$ cat src/rtl/unsigned_product_accumulator_if.sv
// unsigned_product_accumulator_if
// Groups the product stream, the frame abort and the frame-result handshake
// that connect a product source, the accumulator and a result consumer.
//   product_in / in_valid / in_ready : upstream product handshake
//   clear                            : synchronous frame abort from upstream
//   acc_out / overflow / out_valid /
//   out_ready                        : downstream frame-result handshake
//   count_out                        : products accepted in the current frame
// Modports:
//   master : source/consumer side (drives products, clear, out_ready)
//   slave  : accumulator side (drives in_ready and the frame result)
interface unsigned_product_accumulator_if #(
  parameter int PROD_W = 10,
  parameter int ACC_W  = 16,
  parameter int CNT_W  = 3
);

  logic [PROD_W-1:0] product_in;
  logic              in_valid;
  logic              in_ready;
  logic              clear;
  logic [ACC_W-1:0]  acc_out;
  logic              overflow;
  logic              out_valid;
  logic              out_ready;
  logic [CNT_W-1:0]  count_out;

  modport master (
    output product_in, in_valid, clear, out_ready,
    input  in_ready, acc_out, overflow, out_valid, count_out
  );

  modport slave (
    input  product_in, in_valid, clear, out_ready,
    output in_ready, acc_out, overflow, out_valid, count_out
  );

endinterface

$ cat src/rtl/unsigned_product_accumulator.sv
// unsigned_product_accumulator
// Sums fixed-length frames of FRAME_LEN unsigned products into an ACC_W-bit
// saturating accumulator and presents each frame sum on a valid/ready port.
// Ports:
//   clk  : sole clock, rising edge
//   rst  : synchronous active-high reset
//   bus  : slave modport of unsigned_product_accumulator_if carrying the
//          product handshake, clear, frame result handshake and count_out
// Two-state FSM: ACCUM takes one product per cycle; HOLD presents the frame
// result until the consumer takes it. in_ready has no path from out_ready.
module unsigned_product_accumulator #(
  parameter int PROD_W    = 10,
  parameter int ACC_W     = 16,
  parameter int FRAME_LEN = 8,
  parameter int CNT_W     = $clog2(FRAME_LEN)
) (
  input  logic                            clk,
  input  logic                            rst,
  unsigned_product_accumulator_if.slave   bus
);

  typedef enum logic {
    ACCUM = 1'b0,
    HOLD  = 1'b1
  } state_e;

  state_e             state_q, state_d;
  logic [ACC_W-1:0]   acc_q, acc_d;
  logic               sticky_q, sticky_d;
  logic [CNT_W-1:0]   count_q, count_d;
  logic [ACC_W-1:0]   acc_out_q, acc_out_d;
  logic               overflow_q, overflow_d;
  logic               out_valid_q, out_valid_d;

  logic               in_ready;
  logic               accept;
  logic [ACC_W:0]     sum;
  logic               sat;
  logic [ACC_W-1:0]   acc_next;
  logic               last_of_frame;

  // in_ready is forced low during reset so nothing is taken on a reset edge
  assign in_ready      = (state_q == ACCUM) && !rst;
  assign accept        = bus.in_valid && in_ready && !bus.clear;
  assign last_of_frame = (count_q == CNT_W'(FRAME_LEN - 1));

  assign bus.in_ready  = in_ready;
  assign bus.acc_out   = acc_out_q;
  assign bus.overflow  = overflow_q;
  assign bus.out_valid = out_valid_q;
  assign bus.count_out = count_q;

  // Saturating add: the extra top bit of the sum is the carry; once the
  // sticky bit is set the frame stays pinned at all-ones until it completes.
  always_comb begin
    sum      = {1'b0, acc_q} + {{(ACC_W + 1 - PROD_W){1'b0}}, bus.product_in};
    sat      = sum[ACC_W] || sticky_q;
    acc_next = sat ? {ACC_W{1'b1}} : sum[ACC_W-1:0];
  end

  // Next-state logic. clear wins over both accept and the output handshake
  // and leaves acc_out alone so the last delivered sum stays visible.
  always_comb begin
    state_d     = state_q;
    acc_d       = acc_q;
    sticky_d    = sticky_q;
    count_d     = count_q;
    acc_out_d   = acc_out_q;
    overflow_d  = overflow_q;
    out_valid_d = out_valid_q;

    if (bus.clear) begin
      acc_d       = '0;
      sticky_d    = 1'b0;
      count_d     = '0;
      overflow_d  = 1'b0;
      out_valid_d = 1'b0;
      state_d     = ACCUM;
    end else begin
      unique case (state_q)
        ACCUM: begin
          if (accept) begin
            if (last_of_frame) begin
              acc_out_d   = acc_next;
              overflow_d  = sat;
              out_valid_d = 1'b1;
              acc_d       = '0;
              sticky_d    = 1'b0;
              count_d     = '0;
              state_d     = HOLD;
            end else begin
              acc_d       = acc_next;
              sticky_d    = sat;
              count_d     = count_q + CNT_W'(1);
            end
          end
        end
        HOLD: begin
          if (bus.out_ready) begin
            out_valid_d = 1'b0;
            overflow_d  = 1'b0;
            state_d     = ACCUM;
          end
        end
        default: begin
          state_d = ACCUM;
        end
      endcase
    end
  end

  always_ff @(posedge clk) begin
    if (rst) begin
      state_q     <= ACCUM;
      acc_q       <= '0;
      sticky_q    <= 1'b0;
      count_q     <= '0;
      acc_out_q   <= '0;
      overflow_q  <= 1'b0;
      out_valid_q <= 1'b0;
    end else begin
      state_q     <= state_d;
      acc_q       <= acc_d;
      sticky_q    <= sticky_d;
      count_q     <= count_d;
      acc_out_q   <= acc_out_d;
      overflow_q  <= overflow_d;
      out_valid_q <= out_valid_d;
    end
  end

endmodule

$ cat src/flat_wrapper.sv
// flat-port wrapper written by rule: the top's interface ports become plain ports
module unsigned_product_accumulator_flat 
#(
  parameter int PROD_W    = 10,
  parameter int ACC_W     = 16,
  parameter int FRAME_LEN = 8,
  parameter int CNT_W     = $clog2(FRAME_LEN)
)
  (clk, rst, bus_product_in, bus_in_valid, bus_clear, bus_out_ready, bus_in_ready, bus_acc_out, bus_overflow, bus_out_valid, bus_count_out);
  unsigned_product_accumulator_if #(.PROD_W(PROD_W), .ACC_W(ACC_W), .CNT_W(CNT_W)) bus_i ();
  input  logic clk;
  input  logic rst;
  input wire logic [$bits(bus_i.product_in)-1:0] bus_product_in;
  input wire logic [$bits(bus_i.in_valid)-1:0] bus_in_valid;
  input wire logic [$bits(bus_i.clear)-1:0] bus_clear;
  input wire logic [$bits(bus_i.out_ready)-1:0] bus_out_ready;
  output wire logic [$bits(bus_i.in_ready)-1:0] bus_in_ready;
  output wire logic [$bits(bus_i.acc_out)-1:0] bus_acc_out;
  output wire logic [$bits(bus_i.overflow)-1:0] bus_overflow;
  output wire logic [$bits(bus_i.out_valid)-1:0] bus_out_valid;
  output wire logic [$bits(bus_i.count_out)-1:0] bus_count_out;
  assign bus_i.product_in = bus_product_in;
  assign bus_i.in_valid = bus_in_valid;
  assign bus_i.clear = bus_clear;
  assign bus_i.out_ready = bus_out_ready;
  assign bus_in_ready = bus_i.in_ready;
  assign bus_acc_out = bus_i.acc_out;
  assign bus_overflow = bus_i.overflow;
  assign bus_out_valid = bus_i.out_valid;
  assign bus_count_out = bus_i.count_out;
  unsigned_product_accumulator #(.PROD_W(PROD_W), .ACC_W(ACC_W), .FRAME_LEN(FRAME_LEN), .CNT_W(CNT_W)) u_core (.clk(clk), .rst(rst), .bus(bus_i));
endmodule
$ cat config.mk
export PLATFORM = sky130hd
export DESIGN_NAME = unsigned_product_accumulator_flat
export DESIGN_NICKNAME = d
export VERILOG_FILES = /design/src/rtl/unsigned_product_accumulator_if.sv /design/src/rtl/unsigned_product_accumulator.sv /design/src/flat_wrapper.sv
export SDC_FILE = /design/constraint.sdc
export NUM_CORES = 1
export LEC_CHECK = 0
export BUFFER_PORTS_ARGS = -buffer_cell sky130_fd_sc_hd__buf_2
export CAP_MARGIN = 20
export CELL_PAD_IN_SITES_DETAIL_PLACEMENT = 0
export CELL_PAD_IN_SITES_GLOBAL_PLACEMENT = 1
export CORE_MARGIN = 2
export CORE_UTILIZATION = 41
export CTS_CLUSTER_DIAMETER = 200
export DETAILED_ROUTE_END_ITERATION = 10
export PLACE_DENSITY_LB_ADDON = 0.1
export SYNTH_ARGS = -nofsm -noshare
export SYNTH_HDL_FRONTEND = slang
export SYNTH_SLANG_ARGS = --single-unit
$ cat constraint.sdc
create_clock -name clk -period 2.9 [get_ports clk]
set_input_delay 0.435 -clock clk [delete_from_list [all_inputs] [get_ports clk]]
set_output_delay 0.435 -clock clk [all_outputs]
set_load 0.05 [all_outputs]
-- Yosys cells after proc, flatten, opt, wreduce, memory -nomap -nowiden
Index checks and enable logic that the tools add are counted.
- reductions and logical operators: 10
- bitwise operators: 2
- eq/ne operators: 4
- add/sub/neg operators: 2
- mux-type cells: 15
- operator list (operator ; count):
    $mux 16 ; 2
    $add 16x10->17 ; 1
    $mux 1 ; 9
    $pmux 1 s2 ; 3
    $ne 2x1->1 const B ; 2
    $reduce_and 4->1 ; 1
    $add 3x1->3 const B ; 1
    $eq 3x3->1 const B ; 1
    $logic_and 1x1->1 ; 3
    $mux 3 ; 1
    $reduce_and 3->1 ; 1
    $logic_not 1->1 ; 2
    $ne 2x2->1 const B ; 1
    $not 1->1 ; 2
    $reduce_and 2->1 ; 1
    $reduce_or 2->1 ; 1
    $logic_or 1x1->1 ; 1
- register bits: 39
- output and inout port bits: 22
- input bits: 15

-- Depth between registers and ports, before layout
- word-level depth: 6
- mapped depth: 9
- gate-level depth less buffers: 8

-- Least setup slack after synthesis
Ideal clock, no wire load.
- path type: input to register
- from: in bus_product_in[0]
- to: reg u_core.acc_out_q[14], in the netlist u_core.bus.acc_out[14]
- stages on the path: 8
- path slack: 0.326 ns
- arrival time: 2.475 ns
- cells stage by stage: ha_1 -> fa_1 -> a21o_2 -> a221oi_2 -> o31ai_4 -> nand2_4 -> mux2_4 -> a2111oi_4
- longest elaborated chain between the ends: 3
- ends and longest elaborated chain (what ; line ; RTL):
    start, declared ; flat_wrapper.sv:13 ; input wire logic [$bits(bus_i.product_in)-1:0] bus_product_in;
    $add 16x10->17 (*) ; unsigned_product_accumulator.sv:56 ; sum = {1'b0, acc_q} + {{(ACC_W + 1 - PROD_W){1'b0}}, bus.product_in};
    $logic_or 1x1->1 ; unsigned_product_accumulator.sv:57 ; sat = sum[ACC_W] || sticky_q;
    $mux 16 (*) ; unsigned_product_accumulator.sv:58 ; acc_next = sat ? {ACC_W{1'b1}} : sum[ACC_W-1:0];
    end signal, assigned ; unsigned_product_accumulator.sv:126 ; acc_out_q <= acc_out_d;
    end, declared ; unsigned_product_accumulator.sv:31 ; logic [ACC_W-1:0] acc_out_q, acc_out_d;
Mark *: on every way between the ends. The rest lies on a longest branch, timed or not.
A chain may end at the register's enable or synchronous reset.

-- Final worst setup path
- from: reg u_core.acc_q[0]
- to: reg u_core.acc_out_q[4], in the netlist u_core.bus.acc_out[4]
- longest elaborated chain between the ends: 3
- ends and longest elaborated chain (what ; line ; RTL):
    start, declared ; unsigned_product_accumulator.sv:28 ; logic [ACC_W-1:0] acc_q, acc_d;
    start signal, assigned ; unsigned_product_accumulator.sv:115 ; acc_q <= '0;
    start signal, assigned ; unsigned_product_accumulator.sv:123 ; acc_q <= acc_d;
    $add 16x10->17 (*) ; unsigned_product_accumulator.sv:56 ;
    $logic_or 1x1->1 ; unsigned_product_accumulator.sv:57 ;
    $mux 16 (*) ; unsigned_product_accumulator.sv:58 ;
Marked as above.

==> results.py <==
metrics = {
    "final_layout": {
        "fin_nets": 307,
        "fillCellCount": 503,
        "stdcell_count": 347,
        "multi_input_area_um2": 1180,
        "post-route-util": 0.497,
        "insertedDiodeCount": 0,
        "regArea_um2": 781,
        "final_cell_mix": "39 x dfxtp_1, 36 x buf_2, 30 x nor2_1",
        "syn_to_final_growth_pct": 16.5,
        "final_common_cell": "dfxtp_1",
        "drive_gt1_frac": 0.214,
    },
    "hold_path": {
        "hold_class": "input port to flip-flop",
        "hold_depth": 4,
        "hp-start": "bus_out_ready",
        "min_to": "u_core.bus.out_valid",
    },
    "floorplan": {
        "fp.dieArea_um2": 5530,
        "core_area_um2": 4750,
        "die_height_um": 74.3,
        "die_width_um": 74.3,
        "io_pins": 37,
        "initial_utilization": 0.427,
        "num_rows": 25,
    },
    "setup_path": {
        "cp_top_family": "compound AO/OA/AOI/OAI gates",
        "r2r_end": "u_core.bus.acc_out[4]",
        "cp.buffers_inverters": 0,
        "startpoint_type": "flip-flop",
        "worstPathMaxFanout": 23,
        "regToRegStartpoint": "u_core.acc_q[0]",
        "reg2reg_depth": 8,
        "critPathKind": "flip-flop to flip-flop",
        "crit_required_ns": 3.06,
        "critPathSlowestCell": "fa_1",
        "end_kind": "flip-flop",
        "cpPeakStageDelay_ns": 0.41,
        "arrival_ns": 2.72,
        "cpMostUsedCell": "nor3_1",
        "path_cells": "ha_1 -> fa_1 -> a21o_2 -> a221oi_2 -> o31ai_4 -> a31o_2 -> nor3_1 -> nor3_1",
        "rrSetupSlack_ns": 0.34,
    },
    "global_route": {
        "antenna_found_initial": 0,
        "grt_max_degree": 24,
        "overflow": 0,
        "globalRouteTotalUtil": 0.184,
        "grt_first_pass_wirelength_um": 7770,
        "grt_pass1_vias": 1705,
    },
    "synthesis": {
        "synth_cell_type_count": 43,
        "postSynth.asyncResetShare": 0,
        "synth-edff-count": 0,
        "syn_area_um2": 2030,
        "yosysWarnings": 0,
        "synth_area_per_cell_um2": 8.35,
        "synth_top_area_cell": "dfxtp_1",
        "synth_top_area_frac": 0.385,
        "netlist_instances": 243,
        "syn_nets": 271,
        "yosys-top-cells-area": "dfxtp_1 38%, ha_1 7.4%, nor2_1 5.6%, o21ai_0 5.2%, nand2_1 5.0%",
        "synth-seq-cells": 39,
        "ys_seq_area_frac": 0.385,
        "ys.flop_type": "dfxtp_1",
    },
    "sta": {
        "hold_viol": 0,
        "finalCritPeriodShare": 0.882,
        "fin_crit_ns": 2.56,
        "tightestPinTransition_ns": 0.514,
        "slew_violations": 0,
        "maxSlewHeadroom": 0.657,
        "tns_ns": 0,
        "whs_ns": 0.433,
        "rsz0062_at_grt": "no",
        "fin_skew_ns": 0.00526,
        "fmax_mhz": 391,
        "finalSetupViolCount": 0,
    },
    "placed_design": {
        "gp_congestion": 0.781,
        "portBuffers": 36,
        "post-place-cells": 339,
        "dpl.hpwl_um": 3370,
    },
    "power": {
        "power_mw": 1.04,
        "powerDensity_nw_per_um2": 441,
        "leakagePower_nw": 1.02,
        "ir_worst_vdd_mv": 0.235,
    },
    "clock_tree": {
        "clockBufferDepth": 2,
        "clock-sinks": 39,
        "ctsHtreeMaxLevel": 2,
        "post_cts_buffers": 0,
        "clkTransAtPathRegs_ns": 0.08,
        "cts_resized": 0,
        "holdBufCountCts": 0,
        "cts_tree": "yes",
        "cts_root_buf": "clkbuf_8",
        "cts-buffers-inserted": 5,
        "clock_latency_ns": 0.29,
    },
    "route": {
        "route.vias.total": 1782,
        "routed_wl_um": 4600,
        "ant_nets": 0,
        "drc": 0,
        "wl_per_cell_um": 13.3,
        "drtPass1Iterations": 4,
        "drt_iter0_drc": 69,
        "routed_via_density": 5.14,
    },
    "outcome": {
        "status": "complete, no violations",
    },
    "flow_run": {
        "max_cap_violations": 0,
    },
}
-- how the worst max path moves through the flow --
stage                      startpoint                     end  slack [ns]  depth (start not counted)
floorplan           bus_product_in[0]  u_core.bus.acc_out[14]        0.33                          8
global placement    bus_product_in[0]   u_core.bus.acc_out[4]        0.15                          9
detailed placement  bus_product_in[0]  u_core.bus.acc_out[10]        0.12                          9
CTS                   u_core.acc_q[0]   u_core.bus.acc_out[4]        0.35                          8
global route          u_core.acc_q[0]   u_core.bus.acc_out[7]        0.19                          8
finish                u_core.acc_q[0]   u_core.bus.acc_out[4]        0.34                          8
-- metrics by stage --
step                      cell area (um^2)  setup slack, ns
after floorplan                       2030            0.326
final                                 2360            0.342
after global routing                  2360            0.189
after detailed placement              2270            0.124
after CTS                             2360            0.349
after global placement                2270            0.146
-- synthesized netlist by cell type (2+ instances only) --
cell,number
or3_1,3
inv_1,4
a31o_2,2
o22ai_1,2
a22o_1,2
nor2_1,30
o2bb2ai_1,2
buf_2,2
nand3_1,2
nand2b_1,2
dfxtp_1,39
a21o_1,5
a211oi_1,9
nor3_1,18
buf_1,3
nor2b_1,2
o21ai_0,21
clkbuf_1,6
ha_1,12
a21oi_1,19
and3_1,3
nand2_1,27
xor2_1,3
xnor2_1,6
-- final cells by class --
class / instances / share of cell area
multi-input combinational: 188 / 0.498
tap: 67 / 0.0355
clock buffer: 5 / 0.0291
inverter: 4 / 0.00635
timing repair buffer: 41 / 0.0921
clock inverter: 3 / 0.00847
sequential: 39 / 0.330
-- metal layers --
layer | share of wire | vias to the layer above | track usage
li1 | - | 939 | -
met1 | 0.49 | 803 | 0.236
met2 | 0.47 | 35 | 0.315
met3 | 0.037 | 5 | 0.0379
met4 | 0.0087 | 0 | 0.0476
met5 | 0 | - | 0
-- where the power goes --
group	leakage, nW	internal [mW]	switching [mW]	total, mW
logic	0.665	0.0482	0.0753	0.124
clock network	0.0402	0.168	0.204	0.371
registers	0.315	0.542	0.00455	0.547
-- state kept, by name, indices dropped and copies added (netlist names) --
name	count
u_core.bus.acc_out	16
u_core.sticky_q	1
u_core.acc_q	16
u_core.bus.overflow	1
u_core.state_q	1
u_core.bus.count_out	3
u_core.bus.out_valid	1
-- cell families after synthesis --
kind of cell | count (synthesis) | synth area share
muxes | 1 | 0.00740
adders and majority gates | 13 | 0.0839
xor gates and xnor gates | 9 | 0.0389
and+or+nand+nor | 94 | 0.212
AOI/OAI and AO/OA | 71 | 0.239
buffers and inverters | 16 | 0.0345
DFF | 39 | 0.385
-- worst reg2reg max path, cell delays in order (launching register included) --
cell and delay [ns]:
dfxtp_1 0.32, ha_1 0.20, fa_1 0.41, a21o_2 0.25, a221oi_2 0.37, o31ai_4 0.16, a31o_2 0.38, nor3_1 0.25
nor3_1 0.09
Note: power is estimated with default switching activity, not from simulation.
